**src/rtl/fnd_scan_controller_if.sv**
```systemverilog
// rtl/fnd_scan_controller_if.sv - value/load handshake and FND drive signals of the scan controller
interface fnd_scan_controller_if;
    logic [13:0] i_value;
    logic        i_load;
    logic        o_busy;
    logic        o_ovf;
    logic [1:0]  o_digitSelect;
    logic [7:0]  o_fndFont;

    // Value source side: presents a value and pulses load, watches busy/ovf and the FND drive
    modport master (
        output i_value,
        output i_load,
        input  o_busy,
        input  o_ovf,
        input  o_digitSelect,
        input  o_fndFont
    );

    // Controller side
    modport slave (
        input  i_value,
        input  i_load,
        output o_busy,
        output o_ovf,
        output o_digitSelect,
        output o_fndFont
    );
endinterface

```
**src/rtl/fnd_scan_controller.sv**
```systemverilog
// rtl/fnd_scan_controller.sv - binary-to-BCD double-dabble and 4-digit multiplexed FND scan
module fnd_scan_controller #(
    parameter int SCAN_DIV = 100_000,
    parameter int BLANK_LZ = 1
) (
    input  logic                  i_clk,
    input  logic                  i_reset,
    fnd_scan_controller_if.slave  bus
);
    localparam int              PW         = (SCAN_DIV > 1) ? $clog2(SCAN_DIV) : 1;
    localparam logic [PW-1:0]   PRESC_LAST = PW'(SCAN_DIV - 1);
    localparam logic [13:0]     MAX_VALUE  = 14'd9999;

    typedef enum logic [1:0] {
        S_IDLE,
        S_CONV,
        S_COMMIT
    } state_t;

    state_t      state_q;
    logic [3:0]  iter_q;
    logic [13:0] bin_q;
    logic [15:0] bcd_q;
    logic [15:0] disp_q;
    logic        busy_q;
    logic        ovf_q;

    logic [15:0] bcd_adj;
    logic [29:0] dd_shift_d;

    logic [PW-1:0] presc_q;
    logic [1:0]    sel_q;
    logic [1:0]    sel_d;
    logic [7:0]    font_q;
    logic [7:0]    font_d;
    logic [3:0]    digit_d;
    logic [15:0]   upper_d;
    logic          blank_d;

    function automatic logic [7:0] seg_font(input logic [3:0] d);
        case (d)
            4'd0:    seg_font = 8'hC0;
            4'd1:    seg_font = 8'hF9;
            4'd2:    seg_font = 8'hA4;
            4'd3:    seg_font = 8'hB0;
            4'd4:    seg_font = 8'h99;
            4'd5:    seg_font = 8'h92;
            4'd6:    seg_font = 8'h82;
            4'd7:    seg_font = 8'hF8;
            4'd8:    seg_font = 8'h80;
            4'd9:    seg_font = 8'h90;
            default: seg_font = 8'hFF;
        endcase
    endfunction

    // One double-dabble step: add 3 to every BCD nibble >= 5, then shift the binary MSB in
    always_comb begin
        bcd_adj = bcd_q;
        for (int i = 0; i < 4; i++) begin
            if (bcd_q[4*i +: 4] >= 4'd5) begin
                bcd_adj[4*i +: 4] = bcd_q[4*i +: 4] + 4'd3;
            end
        end
        dd_shift_d = {bcd_adj, bin_q} << 1;
    end

    // Controller FSM: capture, 14 conversion iterations, then an atomic commit to the display
    always_ff @(posedge i_clk) begin
        if (i_reset) begin
            state_q <= S_IDLE;
            iter_q  <= 4'd0;
            bin_q   <= 14'd0;
            bcd_q   <= 16'd0;
            disp_q  <= 16'd0;
            busy_q  <= 1'b0;
            ovf_q   <= 1'b0;
        end else begin
            case (state_q)
                S_IDLE: begin
                    if (bus.i_load) begin
                        bin_q   <= (bus.i_value > MAX_VALUE) ? MAX_VALUE : bus.i_value;
                        ovf_q   <= (bus.i_value > MAX_VALUE);
                        bcd_q   <= 16'd0;
                        iter_q  <= 4'd0;
                        busy_q  <= 1'b1;
                        state_q <= S_CONV;
                    end
                end
                S_CONV: begin
                    bcd_q  <= dd_shift_d[29:14];
                    bin_q  <= dd_shift_d[13:0];
                    iter_q <= iter_q + 4'd1;
                    if (iter_q == 4'd13) begin
                        state_q <= S_COMMIT;
                    end
                end
                S_COMMIT: begin
                    disp_q  <= bcd_q;
                    busy_q  <= 1'b0;
                    state_q <= S_IDLE;
                end
                default: begin
                    state_q <= S_IDLE;
                    busy_q  <= 1'b0;
                end
            endcase
        end
    end

    // Font is computed for the slot being selected next so select and font change together
    always_comb begin
        sel_d   = (presc_q == PRESC_LAST) ? sel_q + 2'd1 : sel_q;
        digit_d = disp_q[{sel_d, 2'b00} +: 4];
        upper_d = disp_q >> {sel_d, 2'b00};
        blank_d = (BLANK_LZ != 0) && (sel_d != 2'd0) && (upper_d == 16'd0);
        font_d  = blank_d ? 8'hFF : seg_font(digit_d);
    end

    // Free-running slot prescaler and registered select/font outputs
    always_ff @(posedge i_clk) begin
        if (i_reset) begin
            presc_q <= '0;
            sel_q   <= 2'd0;
            font_q  <= 8'hFF;
        end else begin
            presc_q <= (presc_q == PRESC_LAST) ? '0 : presc_q + PW'(1);
            sel_q   <= sel_d;
            font_q  <= font_d;
        end
    end

    assign bus.o_busy        = busy_q;
    assign bus.o_ovf         = ovf_q;
    assign bus.o_digitSelect = sel_q;
    assign bus.o_fndFont     = font_q;
endmodule

```
**src/flat_wrapper.sv**
```systemverilog
// flat-port wrapper written by rule: the top's interface ports become plain ports
module fnd_scan_controller_flat 
#(
    parameter int SCAN_DIV = 100_000,
    parameter int BLANK_LZ = 1
)
  (i_clk, i_reset, bus_i_value, bus_i_load, bus_o_busy, bus_o_ovf, bus_o_digitSelect, bus_o_fndFont);
  fnd_scan_controller_if bus_i ();
  input  logic i_clk;
  input  logic i_reset;
  input wire logic [$bits(bus_i.i_value)-1:0] bus_i_value;
  input wire logic [$bits(bus_i.i_load)-1:0] bus_i_load;
  output wire logic [$bits(bus_i.o_busy)-1:0] bus_o_busy;
  output wire logic [$bits(bus_i.o_ovf)-1:0] bus_o_ovf;
  output wire logic [$bits(bus_i.o_digitSelect)-1:0] bus_o_digitSelect;
  output wire logic [$bits(bus_i.o_fndFont)-1:0] bus_o_fndFont;
  assign bus_i.i_value = bus_i_value;
  assign bus_i.i_load = bus_i_load;
  assign bus_o_busy = bus_i.o_busy;
  assign bus_o_ovf = bus_i.o_ovf;
  assign bus_o_digitSelect = bus_i.o_digitSelect;
  assign bus_o_fndFont = bus_i.o_fndFont;
  fnd_scan_controller #(.SCAN_DIV(SCAN_DIV), .BLANK_LZ(BLANK_LZ)) u_core (.i_clk(i_clk), .i_reset(i_reset), .bus(bus_i));
endmodule
```
**config.mk**
```make
export PLATFORM = sky130hd
export DESIGN_NAME = fnd_scan_controller_flat
export DESIGN_NICKNAME = d
export VERILOG_FILES = /design/src/rtl/fnd_scan_controller_if.sv /design/src/rtl/fnd_scan_controller.sv /design/src/flat_wrapper.sv
export SDC_FILE = /design/constraint.sdc
export NUM_CORES = 1
export LEC_CHECK = 0
export ABC_AREA = 1
export CAP_MARGIN = 20
export CORE_UTILIZATION = 55
export CTS_CLUSTER_DIAMETER = 40
export DETAILED_ROUTE_END_ITERATION = 12
export GPL_TIMING_DRIVEN = 1
export PLACE_DENSITY = 0.8
export SETUP_SLACK_MARGIN = 0.05
export SLEW_MARGIN = 20
export SYNTH_ARGS = -nofsm -noshare
export SYNTH_HDL_FRONTEND = slang
export SYNTH_SLANG_ARGS = --single-unit
export TNS_END_PERCENT = 100
```
**constraint.sdc**
```tcl
create_clock -name i_clk -period 2.5 [get_ports i_clk]
set_input_delay 0.5 -clock i_clk [delete_from_list [all_inputs] [get_ports i_clk]]
set_output_delay 0.5 -clock i_clk [all_outputs]
set_load 0.05 [all_outputs]
```
* Yosys cells after proc, flatten, opt, wreduce, memory -nomap -nowiden *
Memory sizes are Yosys's and may differ from the RTL's. A register that Yosys moved wholly into a read port is not among the register bits.
Index checks and enable logic that the tools add are counted.

storage, ports and cells
  register bits after elaboration = 81
  memories kept = 1
  output and inout port bits = 12
  word-level logic and storage cells = 60
  memory bits (read-only) = 112

memory list
  name             words  width  read ports  clocked after memory_dff  wr ports  line                       text
  (no name shown)  16     7      1           1                         0         fnd_scan_controller.sv:41  case (d)

operators by class
  bitwise logic cells = 1
  $add $sub $neg = 7
  reduce and logical (&&, ||, !) cells = 11
  shifts and indexed selects = 2
  $lt $le $gt $ge = 5
  equality and inequality tests = 6
  mux-type cells = 17

operator list
  kind                                                 count
  one-hot mux 16 bit (2 select lines)                  1
  2-to-1 mux 14 bit                                    2
  one-hot mux 14 bit (2 select lines)                  1
  adder 17 x 1 -> 17 bit, second input constant        1
  equality test 17 bit, second input constant          1
  >= comparator 4 x 3 -> 1 bit, second input constant  4
  logical NOT 16 bit                                   1
  2-to-1 mux 16 bit                                    1
  2-to-1 mux 4 bit                                     4
  variable part select 16 x 5 -> 4 bit                 1
  >> shifter 16 x 4 -> 16 bit                          1
  > comparator 14 bit, second input constant           1
  adder 4 x 2 -> 4 bit, second input constant          3
  one-hot mux 4 bit (2 select lines)                   1
  AND reduction 2 bit                                  4
  2-to-1 mux 2 bit                                     3
  adder 4 x 1 -> 4 bit, second input constant          1
  equality test 4 bit, second input constant           1
  one-hot mux 2 bit (2 select lines)                   1
  nonzero test 2 bit                                   2
  OR reduction 2 bit                                   2
  adder 3 x 2 -> 3 bit, second input constant          1
  2-to-1 mux 3 bit                                     1
  adder 2 x 1 -> 2 bit, second input constant          1
  other kinds (9)                                      9

* Logic depth before layout (Yosys ltp) *
Gate-level depths: netlist (run 1).

  depth in word-level cells = 6
  mapped depth = 19

* Worst setup path after synthesis (run 1) *
OpenSTA, ideal clock, no wires.

  path kind = register to register
  start point = reg u_core.presc_q[0]
  end point = reg u_core.font_q[0] (netlist: u_core.bus.o_fndFont[0])
  clock period less this slack = 2110 ps
  arrival time = 1991 ps
  data required time = 2381 ps
  cell stages (with the launch flop) = 17
  library setup time = 119 ps
  path buffers = 1
  path slack = 390 ps
  cells stage by stage = dfxtp_1 ha_1 nand3_1 nor2_2 nand3_2 nand2_2 nand2_2 buf_6 nand2_1 nand3_1 nand2_1 inv_1 ha_1 nand3_4 nor2_4 nor2_4 nand2_1

between the ends
  cells in the longest elaborated chain, start to end = 6
  elaborated cells between the ends (all ways) = 8
  classes of those cells = eq/ne: 1; shift: 2; mux: 1; reduce/logical: 4

RTL lines
  element                              line                        text
  start, declared                      fnd_scan_controller.sv:31   logic [PW-1:0] presc_q;
  start signal, assigned               fnd_scan_controller.sv:126  presc_q <= (presc_q == PRESC_LAST) ? '0 : presc_q + PW'(1);
  equality test 17 bit (*)             fnd_scan_controller.sv:112  sel_d = (presc_q == PRESC_LAST) ? sel_q + 2'd1 : sel_q;
  2-to-1 mux 2 bit (*)                 fnd_scan_controller.sv:112
  >> shifter 16 x 4 -> 16 bit          fnd_scan_controller.sv:114  upper_d = disp_q >> {sel_d, 2'b00};
  logical NOT 16 bit                   fnd_scan_controller.sv:115  blank_d = (BLANK_LZ != 0) && (sel_d != 2'd0) && (upper_d == 16'd0);
  logical AND 1 bit                    fnd_scan_controller.sv:115
  OR reduction 2 bit (no source line)  --
  end, declared                        fnd_scan_controller.sv:34   logic [7:0] font_q;

Every way passes the cells marked *; elsewhere a longest branch is shown, timed or not.
A chain may end at the register's enable or synchronous reset.

* Worst setup path after layout (run 1) *
  start point = reg u_core.presc_q[0]
  end point = reg u_core.font_q[5] (netlist: u_core.bus.o_fndFont[5])

The elaborated chain is that of the path after synthesis.

==> reports/summary.md, run 1 <==
The worst setup slack before clock tree synthesis was 0.156 ns; the overall power was 2.47 mW. The logs give 574 for the number of instances in the synthesized netlist and 0 for the number of warnings printed during yosys synthesis. The via density per instance is 5.25, and the part of the total power dissipated in combinational logic is 8.9%. The total power divided by cell area was 529 mW/mm²; the minimum setup slack among reg-to-reg paths was 0.18 ns. Final-report hold violation count: 0. The post-cts hold buffer count came out at 0. The final hold slack is 0.420 ns. The tools report the critical path startpoint category as a register. Setup violations remaining at the end of the flow were counted as 0.

Compared with the post-synthesis result, the final layout area differs by 14.9%. After detailed placement, the design holds a cell count of 690. For this run, the register share of the synthesized area comes to 39.3%. The tools report the remaining global-route overflow as 0.

The finished layout holds 708 standard cells, fillers aside. Across the run, the number of max-cap violations was 0. During I/O placement, the number of pins put on the boundary was 29.

A synthesized cell averages 7.09 µm². The share of total power dissipated in the clock network is 37.6%. Entering global routing, the biggest net connects 31 pins. The run gives 0.00775 mm² as the die footprint. The total detailed-routing wirelength was 8400 µm. Largest clock skew in the final design: 0.00628 ns.

When the netlist entered floorplanning its net count stood at 607. The worst register-to-register path has a depth of 15. The initial antenna violation count is 0, and the final estimated routing congestion in global placement is 0.965. STA puts the critical path data required time at 2.80 ns. The total area inside the core boundary comes to 0.00721 mm². The final period utilization is 92.9%. Summing all placed instances gives a cell area of 0.00444 mm². The worst path meets setup with 0.177 ns of slack.

TritonCTS built the clock tree. Once the floorplan was initialized, standard cells occupied 56.4% of the core. The fraction of layout instances using a drive strength above 1 works out to 10.3%. Counting flops and latches in the post-synthesis netlist gives 80. The class of the most critical setup path was reg2reg. Summed over all cells, the static leakage comes to 1.86 nW. Starting DRC count in detailed routing: 124.

The number of port buffers is 27. The number of distinct library cells after synthesis is 35, and the global-route wire length before repair is 14400 µm. The tools report the highest achievable clock rate as 431 MHz. In this run switching power makes up 24.5% of total power. The flow ran to the end, and the final reports show no timing, DRC or antenna violations. The run gives 3476 as the number of global-route vias before repair. The number of iterations in the first detailed-routing pass is 5, and the total standard cell area after synthesis is 0.00407 mm².

The floorplan step set the die width to 88.0 µm. The sum of net half-perimeters after detailed placement was 6010 µm; the clock insertion delay at the later pin of the skew report was 0.35 ns. The worst slew slack as a fraction of its limit was 64.0%; the depth of the CTS H-tree was 3. In this run the core area contains 31 standard-cell rows. For this run, the share of the core covered by cells in the final layout is 64.9%.

The repair_antennas step left the layout with diodes totalling 0. The worst flop-to-flop path startpoint was u_core.presc_q[0]$_SDFF_PP0_. The number of clock buffers added by TritonCTS is 9.

Total global-route track usage: 23.5%. Of all nets on the critical path, the largest fanout is 11. After layout, the minimum clock period comes to 2.32 ns. At the pin with the least slew margin, the transition time is 0.540 ns. In the final design database the tool counted 638 nets. The cell area after layout is 0.00468 mm², and the instance count along the most critical hold path is 1. Clock-pin slew was measured on the worst setup and hold paths at 0.08 ns. The internal power of the cells totals 1.87 mW. The routed layout has 3716 vias. Post-route DRC violation count: 0.

The path class of the tightest hold or removal check is reg2reg. The die is 88.0 µm tall. In this run the most critical hold path is launched from u_core.presc_q[0]$_SDFF_PP0_. STA classifies the critical path endpoint as a register.

The max-slew violation total from the final report was 0. The worst register-to-register path ends at u_core.bus.o_fndFont[5]$_SDFF_PP1_. No sink is reached through more buffers than the 2 on the longest clock path. In this run the worst setup path begins at u_core.presc_q[0]$_SDFF_PP0_.

Per report_power, the sequential group accounts for 53.6% of the total. For this design the total switching power over the nets is 0.606 mW. The worst hold path terminates at u_core.presc_q[0]$_SDFF_PP0_.

The TritonCTS sink count was 80. The tools report the buffer cell driving the clock tree root as sky130_fd_sc_hd__clkbuf_8. Once detail routing completed, the nets flagged for antenna violations numbered 0. For the final routed database, the setup TNS stands at 0 ns.

Largest vdd supply drop: 0.333 mV. After detailed routing, the average wire length per cell comes to 11.9 µm. The tools report the critical path arrival as 2.63 ns.
sequential cells by signal, indices dropped and copies added (netlist names):
| register | count |
|---|---|
| u_core.bin_q | 14 |
| u_core.bus.o_ovf | 1 |
| u_core.state_q | 2 |
| u_core.iter_q | 4 |
| u_core.bcd_q | 16 |
| u_core.bus.o_fndFont | 7 |
| u_core.bus.o_digitSelect | 2 |
| u_core.presc_q | 17 |
| u_core.bus.o_busy | 1 |
| u_core.disp_q | 16 |
critical path: stages (launching register included):
cell and delay [ns]:
sky130_fd_sc_hd__dfxtp_2 0.34, sky130_fd_sc_hd__ha_2 0.20, sky130_fd_sc_hd__nand3_2 0.13, sky130_fd_sc_hd__nor2_2 0.17
sky130_fd_sc_hd__nand3_2 0.12, sky130_fd_sc_hd__nand2_2 0.10, sky130_fd_sc_hd__buf_4 0.18, sky130_fd_sc_hd__nand3_1 0.12
sky130_fd_sc_hd__nand3_1 0.10, sky130_fd_sc_hd__nand2_1 0.11, sky130_fd_sc_hd__inv_1 0.13, sky130_fd_sc_hd__ha_1 0.23
sky130_fd_sc_hd__nand3_4 0.09, sky130_fd_sc_hd__nor2_4 0.13, sky130_fd_sc_hd__nor2_4 0.06, sky130_fd_sc_hd__nand2_1 0.07
routing by layer:
layer | vias up | wire length [µm] | global-route usage, % | part of all wire [%]
met1 | 1697 | 3820 | 27.6 | 45
met2 | 83 | 4130 | 41.4 | 49
met5 | - | 0 | 0 | 0
met3 | 13 | 302 | 4.52 | 3.6
li1 | 1923 | - | - | -
met4 | 0 | 146 | 10.7 | 1.7
power by group through the flow:
stage	logic, mW	registers [mW]	clock network [mW]
2_1_floorplan	0.118	1.38	0
3_3_place_gp	0.215	1.35	0
3_5_place_dp	0.221	1.36	0
4_1_cts	0.221	1.33	0.943
5_1_grt	0.245	1.33	1.00
6_report	0.219	1.33	0.929
cell type report:
| type | instances | area (µm²) |
|---|---|---|
| clock buffer | 11 | 141 |
| clock inverter | 4 | 45.0 |
| fill | 634 | 2530 |
| inverter | 76 | 285 |
| multi-input combinational | 398 | 2110 |
| sequential | 80 | 1600 |
| tap | 99 | 124 |
| timing repair buffer | 40 | 368 |
Yosys cell counts, drive strengths merged:
library cell / number / area [µm²]
buf: 5 / 45.0
xnor2: 1 / 8.76
nand4: 7 / 43.8
nor3b: 2 / 15.0
xor2: 7 / 61.3
nand2: 134 / 541
nor3: 9 / 50.1
a211oi: 2 / 15.0
clkinv: 3 / 11.3
o32ai: 2 / 17.5
a22oi: 1 / 7.51
dfxtp: 80 / 1600
a31oi: 5 / 31.3
conb: 1 / 3.75
nor2: 50 / 220
ha: 16 / 200
nor4: 1 / 6.26
o21a: 2 / 15.0
nand3: 61 / 348
inv: 73 / 274
o21ai: 37 / 185
o41ai: 1 / 8.76
nand3b: 1 / 7.51
clkbuf: 15 / 56.3
a22o: 2 / 17.5
a21oi: 56 / 280
what timing repair did:
action,CTS,global route
endpoints found under the setup margin,0,7
setup buffers,0,3
resized for setup,0,7
cell families after synthesis:
kind of cell | share of synthesized area (%)
DFF | 39.3
adders and majority gates | 4.92
xor gates and xnor gates | 1.72
AOI/OAI and AO/OA | 14.2
buffers and inverters | 9.50
other | 0.0921
and+or+nand+nor | 30.2
worst max-delay path by stage:
stage                                               to  slack [ns]  cells after the start
finish              u_core.bus.o_fndFont[5]$_SDFF_PP1_        0.18                     15
global route        u_core.bus.o_fndFont[4]$_SDFF_PP1_       -0.01                     16
CTS                 u_core.bus.o_fndFont[5]$_SDFF_PP1_        0.14                     16
detailed placement  u_core.bus.o_fndFont[5]$_SDFF_PP1_        0.16                     16
global placement    u_core.bus.o_fndFont[4]$_SDFF_PP1_        0.29                     15
floorplan           u_core.bus.o_fndFont[0]$_SDFF_PP1_        0.39                     16
placed cells by master (no fill, tap or decap), drive strengths merged, types with 2 or more instances in the layout:
cell type / n
a31oi: 5
ha: 16
a22o: 2
nand2: 134
o32ai: 2
o21a: 2
clkinv: 6
a211oi: 2
nor3b: 2
inv: 73
buf: 13
clkdlybuf4s50: 27
nand4: 7
a21oi: 56
clkbuf: 11
nor3: 9
xor2: 7
o21ai: 37
dfxtp: 80
nand3: 61
nor2: 50
Power figures use the tool's default switching activity.
==> inputs of run 2 (changes only) <==
==> constraint.sdc (replaced) <==
create_clock -name i_clk -period 3 [get_ports i_clk]
set_input_delay 0.6 -clock i_clk [delete_from_list [all_inputs] [get_ports i_clk]]
set_output_delay 0.6 -clock i_clk [all_outputs]
set_load 0.05 [all_outputs]
==> run 2 against run 1 <==
  * Clock skew barely moved
  * Hold slack improved by 0.030 ns
  * Critical endpoint is now u_core.bus.o_fndFont[6]$_SDFF_PP1_
  * Sequential share of layout area up 0.59 points
  * Cell area down 1.8%
  * Largest power group unchanged
  * Critical path type unchanged
  * Clock-buffer cell count increased by 3
  * Core utilization down 1.1 points
==> reports/summary.md, run 2 (synthesized netlist as in run 1, its figures left out) <==
The run finished with clean final reports. The average wire per cell in the routed design is 11.6 µm, and the die footprint is 0.00775 mm². Input and output buffers added on the ports amount to 27.

The minimum setup slack among reg-to-reg paths came out at 0.51 ns. The H-tree was split into 3 levels. After detailed routing, the total wire length is 8120 µm.

Gates resized during post-CTS repair numbered 0. TritonCTS built the clock tree. Leaving out fill and tap cells, the most frequent cell in the layout is sky130_fd_sc_hd__nand2_1. In this run the post-CTS setup repair buffer count came out at 0.

The total power divided by cell area was 442 mW/mm²; the clock insertion delay at the later pin of the skew report was 0.36 ns. For this run, the top clock speed supported by timing is 402 MHz. In the routed layout, each cell is associated on average with a via count of 5.25. The CTS clock-pin slew for the worst setup and hold paths was 0.08 ns; the total vias in the final route was 3682. The run gives 0 as the initial antenna violation count. The logs give 56.4% for the starting density of the core and 5830 µm for the sum of net half-perimeters after detailed placement.

The internal cell power is 1.53 mW. The endpoint type of the worst setup path is a register. Required time of the critical path: 3.25 ns.

The remaining global-route overflow came out at 0. The flip-flop count of the largest register, all copies and words added is 17, and the max-slew violation total from the final report is 0. Cells fill 63.7% of the core in the end.

The TritonCTS sink count came out at 80. The final setup violation count was 0. For this design, the CTS-stage hold fixing added 0 buffers.

Summing all placed instances gives a cell area of 0.00441 mm². In the final layout, the registers with the most flip-flops are u_core.presc_q: 17 flops, u_core.bcd_q: 16 flops, u_core.disp_q: 16 flops. Clock skew on the completed layout was measured at 0.00644 ns. The detail route stage leaves a number of antenna-violating nets equal to 0. In the layout the commonest cells are sky130_fd_sc_hd__nand2_1, sky130_fd_sc_hd__dfxtp_1, sky130_fd_sc_hd__inv_1, sky130_fd_sc_hd__a21oi_1, sky130_fd_sc_hd__nand3_1. The run gives 0 as the final-report hold violation count. The path class of the tightest hold or removal check is reg2reg.

The analysis attributes to net switching a power of 0.504 mW. The register with the most flip-flops in the final layout is u_core.presc_q. The congestion estimate from routability-driven global placement came to 0.954.

The worst setup path is of the reg2reg kind. The run gives 3280 as the number of global-route vias before repair. The root buffer cell chosen for the clock tree is sky130_fd_sc_hd__clkbuf_8. The region available for standard cell placement spans 0.00721 mm². For this run, the total global-route usage over all layers was measured as 22.5%. At the end of the flow, the number of nets in the layout was 631. The worst-case IR drop observed on VDD is 0.271 mV.

The logs give 56.3% for the worst slew slack as a fraction of its limit and 0.514 ns for the worst setup slack before clock tree synthesis. For the worst setup path, the data arrival time is 2.74 ns. The clock group share of total power came out at 36.6%. The number of I/O pins came out at 29. Diode insertion count for antenna repair: 0. Setup repair after global routing left no endpoint under its margin.

In this run the critical register-to-register path is launched from u_core.presc_q[0]$_SDFF_PP0_. In this run switching power makes up 24.8% of total power. The total leakage power is 1.82 nW. At the pin with the least slew margin, the transition time is 0.655 ns. The number of inserted filler cells in the final layout is 665, and the fraction of layout instances using a drive strength above 1 is 8.62%.

The floorplan step set the die height to 88.0 µm. For the starting DRC count in detailed routing, the log shows 147. The part of the total power dissipated in combinational logic was 9.0%; the width of the chip was 88.0 µm. In the finished design, the share of the clock period the worst path needs comes to 83.0%. The most critical setup path has its startpoint at u_core.presc_q[0]$_SDFF_PP0_.

Final hold analysis gives a worst-case slack of 0.450 ns. Entering global routing, the biggest net connects 31 pins. The critical path startpoint category is a register. Along the worst path, the maximum fanout reaches 12.

Final period demand of the worst path: 2.49 ns. The run gives 31 as the placement row count. The first detailed-routing pass took 5 iterations. In this run, CTS created clock tree buffers numbering 9. The tool flagged a number of max-cap violations equal to 0.

Relative to the synthesized area, the layout overhead comes to 12.9%. The first global-routing pass estimated 13800 µm of wire. The tools report the startpoint of the tightest hold check path as u_core.presc_q[0]$_SDFF_PP0_.

After layout, the worst setup slack is 0.510 ns. With fillers left out, the area of the finished cells amounts to 0.00460 mm². Counting along the longest clock path gives a buffer depth of 2. Post-route DRC violation count: 0. Setup total negative slack on the finished layout was measured at 0 ns.

The run gives 54.4% as the share of power burned in registers.
run 2: per-layer routing:
metal | vias to the layer above | wire, µm | global-route usage (%)
li1 | 1909 | - | -
met1 | 1676 | 3750 | 27.5
met2 | 82 | 3880 | 38.3
met3 | 15 | 330 | 3.68
met4 | 0 | 160 | 11.3
met5 | - | 0 | 0
run 2: path summary, 6_finish.rpt:
path	depth (start not counted)	to
worst max-delay path	15	u_core.bus.o_fndFont[6]$_SDFF_PP1_
worst max register to register	15	u_core.bus.o_fndFont[6]$_SDFF_PP1_
worst min-delay path	1	u_core.presc_q[0]$_SDFF_PP0_
worst min register to register	1	u_core.presc_q[0]$_SDFF_PP0_
run 2: layout make-up:
cell class / count / area (µm²) / area share [%]
inverter: 76 / 285 / 6.21
tap: 99 / 124 / 2.69
timing repair buffer: 33 / 315 / 6.86
sequential: 80 / 1600 / 34.8
clock inverter: 2 / 12.5 / 0.272
multi-input combinational: 398 / 2090 / 45.4
clock buffer: 14 / 173 / 3.76
run 2: power by group through the flow:
| stage | sequential, mW | combinational (mW) | clock (mW) |
|---|---|---|---|
| 4_1_cts | 1.10 | 0.184 | 0.763 |
| 6_report | 1.10 | 0.183 | 0.743 |
| 5_1_grt | 1.11 | 0.205 | 0.803 |
| 3_3_place_gp | 1.13 | 0.180 | 0 |
| 3_5_place_dp | 1.13 | 0.183 | 0 |
| 2_1_floorplan | 1.15 | 0.0981 | 0 |
run 2: worst max-delay path, cell delays in order (launching register included):
cell and delay (ns):
sky130_fd_sc_hd__dfxtp_1 0.35, sky130_fd_sc_hd__ha_1 0.19, sky130_fd_sc_hd__nand3_1 0.17, sky130_fd_sc_hd__nor2_2 0.16, sky130_fd_sc_hd__nand3_2 0.10, sky130_fd_sc_hd__nand2_2 0.19, sky130_fd_sc_hd__nand2_2 0.21, sky130_fd_sc_hd__nand2_1 0.10
sky130_fd_sc_hd__nand3_1 0.07, sky130_fd_sc_hd__nand2_1 0.14, sky130_fd_sc_hd__inv_1 0.10, sky130_fd_sc_hd__ha_1 0.23, sky130_fd_sc_hd__nand3_4 0.10, sky130_fd_sc_hd__nor2_4 0.04, sky130_fd_sc_hd__nor2_4 0.14, sky130_fd_sc_hd__nand2_1 0.07
run 2: through the flow:
| step | instances | power [mW] |
|---|---|---|
| finish | 702 | 2.03 |
| global route | 702 | 2.12 |
| CTS | 702 | 2.05 |
| detailed placement | 686 | 1.31 |
| global placement | 686 | 1.31 |
| floorplan | 574 | 1.25 |
==> inputs of run 3 (changes only) <==
==> constraint.sdc (replaced) <==
create_clock -name i_clk -period 2.38 [get_ports i_clk]
set_input_delay 0.476 -clock i_clk [delete_from_list [all_inputs] [get_ports i_clk]]
set_output_delay 0.476 -clock i_clk [all_outputs]
set_load 0.05 [all_outputs]
==> run 3 against run 2 <==
  * Worst setup slack worse by 0.35 ns
  * First-iteration DRC count fell by 6.1%
  * Sequential cell count unchanged
  * Power up 37%
  * Sequential share of layout area decreased by 1.2 points
  * Cell area is 3.9% higher
  * Sequential power grew 27%
  * Critical path depth stayed put
  * Core utilization up 2.5 points
  * Clock-buffer cell count is the same
  * Critical path type unchanged
  * Largest power group unchanged
  * Highest routed layer unchanged
==> reports/summary.md, run 3 (synthesized netlist as in run 1, its figures left out) <==
The area occupied by multi-input gates was 0.00215 mm². The core region is 0.00721 mm². Leaving out fill and tap cells, the most frequent cell in the layout is sky130_fd_sc_hd__nand2_1. The critical path goes through ha_4 -> nand3_2 -> nor2_4 -> nand3_2 -> nand2_2 -> buf_6 -> nand3_1 -> nand3_1 -> nand2_2 -> ha_1 -> nand3b_1 -> nand3_1 -> nand2_1 -> inv_1 -> nand2_1. In this run, CTS created clock tree buffers numbering 9. The tools report the maximum buffer depth of the clock tree as 2. At the worst endpoint, the arrival time is 2.47 ns.

The clock period could shrink to 2.22 ns. The clock insertion delay at the later pin of the skew report came out at 0.36 ns. Dominant delay contributor by cell family on the critical path: simple AND/OR/NAND/NOR gates.

Of the cells placed in the final design, the portion with a size suffix greater than 1 is 12.1%. The floorplan step defined a die boundary enclosing 0.00775 mm². Between clock sinks in the finished design, the worst skew comes to 0.00636 ns. The logs give 0.162 ns for the slack of the critical path and 0.00446 mm² for the cell area reported after detailed placement.

The number of inserted filler cells in the final layout came out at 641. The final period utilization is 93.2%. The floorplan has 31 rows. Post-route core utilization: 66.2%. After clock tree synthesis, the clock-pin slew on the worst setup and hold paths is 0.08 ns.

After detailed routing, the total wire length is 8560 µm. Dividing the detail-routed wire length by the instance count gives 12.1 µm. Largest register by flop count: u_core.presc_q. The tool flagged a number of max-cap violations equal to 0.

TritonCTS built the clock tree. With fillers left out, the area of the finished cells amounts to 0.00478 mm². For the depth of the CTS H-tree, the log shows 3.

For this design, the sink count on the clock tree is 80. The width of the chip works out to 88.0 µm. The run finished with clean final reports.

The run gives 6040 µm as the sum of net half-perimeters after detailed placement. The maximum single-stage delay on the critical path came out at 0.36 ns. The final setup violation count came out at 0.

In this run the worst path has a maximum fanout of 11. Highest achievable clock rate: 451 MHz. The total power divided by cell area came out at 583 mW/mm². Setup repair after global routing could not meet its margin everywhere. Compared with the post-synthesis result, the final layout area differs by 17.3%.

Total leakage power: 1.87 nW. The diode insertion count for antenna repair is 0, and the post-route setup TNS is 0 ns. Counting stages on the worst path, the most repeated cell is sky130_fd_sc_hd__nand3_1. The worst setup path is captured at a register. The first detailed-routing pass took 4 iterations. The cell at the slowest stage of the critical path is sky130_fd_sc_hd__dfxtp_2.

Global routing consumed, over all layers together, 23.3% of the routing resources. The run gives 31 as the largest net degree at the start of global routing. The root buffer cell chosen for the clock tree is sky130_fd_sc_hd__clkbuf_8.

The tools report the starting density of the core as 56.4%. Timing analysis after detailed placement gives a worst setup slack of 0.0645 ns. Leaving out fill and tap cells, the most frequent cells in the layout are sky130_fd_sc_hd__nand2_1, sky130_fd_sc_hd__dfxtp_1, sky130_fd_sc_hd__inv_1, sky130_fd_sc_hd__a21oi_1, sky130_fd_sc_hd__nand3_1. The type of the worst min-delay path is reg2reg. The worst setup path is launched from a register. The register with the most flip-flops in the layout has 17 of them.

In this run, the number of DRC markers left after iteration 0 of detailed routing was 138. For the total vias in the final route, the log shows 3756. In the routed design, unresolved DRC markers number 0.

In this run the tightest slew margin relative to its limit is 65.5%. For the pin with the worst max-slew slack, the measured transition is 0.517 ns. The die extent in y works out to 88.0 µm. The number of global-route vias before repair came out at 3489. The largest registers in the layout are u_core.presc_q: 17 flops, u_core.bcd_q: 16 flops, u_core.disp_q: 16 flops. The count of buffer and inverter cells on the critical path came out at 2. The run gives 0 as the max-slew violation total from the final report.

The initial antenna violation count was 0; the post-route antenna net violation count was 0. Registers take 0.00161 mm². For this run, the post-layout net count is 638. The remaining global-route overflow is 0. Class of the most critical setup path: reg2reg. For the final-report hold violation count, the log shows 0. Buffers placed on the I/O ports in this run total 27. The final estimated routing congestion in global placement is 0.874.

Dividing the detail-routed via count by the number of cells gives 5.30. The first global-routing pass estimated 14300 µm of wire. For the required time of the critical path, the log shows 2.63 ns. IR analysis of the VDD net gives a maximum drop of 0.318 mV. During I/O placement, the number of pins put on the boundary was 29.
==> run 3: changes by cell type in the layout (fill, tap and decap cells not counted), sizes merged <==
cell / delta
bufinv: +2
clkinv: -1
clkinvlp: -1
buf: +7
==> run 3: final cells by class <==
cell class	count	share of cell area, %
clock buffer	14	3.62
tap	99	2.59
multi-input combinational	398	45.1
timing repair buffer	40	7.86
clock inverter	2	1.26
sequential	80	33.6
inverter	76	5.97
==> run 3: final timing paths <==
path	cells after the start	slack, ns	end	start
min	1	0.44	u_core.presc_q[0]$_SDFF_PP0_	u_core.presc_q[0]$_SDFF_PP0_
min reg2reg	1	0.44	u_core.presc_q[0]$_SDFF_PP0_	u_core.presc_q[0]$_SDFF_PP0_
max	15	0.16	u_core.bus.o_fndFont[3]$_SDFF_PP1_	u_core.presc_q[0]$_SDFF_PP0_
max reg2reg	15	0.16	u_core.bus.o_fndFont[3]$_SDFF_PP1_	u_core.presc_q[0]$_SDFF_PP0_
==> run 3: layer usage <==
metal | share of wire [%] | global-route usage, % | vias up
met4 | 1.5 | 9.38 | 0
met1 | 46 | 26.7 | 1740
met5 | 0 | 0 | -
met3 | 4.0 | 4.34 | 11
li1 | - | - | 1930
met2 | 49 | 42.6 | 75
==> run 3: worst reg2reg max path: cells and delay by family, from the launching register on <==
kind	cells	cell delay, ns
adder cells (fa/ha/maj)	2	0.34
buffers and inverters	2	0.20
flip-flops	1	0.36
AND/OR/NAND/NOR	11	1.24
==> run 3: what timing repair did <==
| action | 4_1_cts | 5_1_grt |
|---|---|---|
| pin swaps | 1 | 8 |
| setup endpoints to repair | 7 | 7 |
| gates resized for setup | 1 | 21 |
| hold buffers | 0 | 0 |
| setup buffers | 0 | 1 |
| hold endpoints to repair | 0 | 0 |
==> run 3: stage by stage <==
stage / total power [mW] / hold WS, ns / instances
2_1_floorplan: 1.57 / 0.418 / 574
3_3_place_gp: 1.65 / 0.428 / 692
3_5_place_dp: 1.66 / 0.445 / 692
4_1_cts: 2.80 / 0.456 / 708
5_1_grt: 2.88 / 0.458 / 709
6_report: 2.79 / 0.444 / 709
==> run 3: report_power, final <==
group | switching [mW] | internal [mW] | leakage, nW | total [mW]
Combinational | 0.147 | 0.0875 | 1.10 | 0.235
Sequential | 0.0202 | 1.37 | 0.652 | 1.40
Clock | 0.478 | 0.678 | 0.117 | 1.16
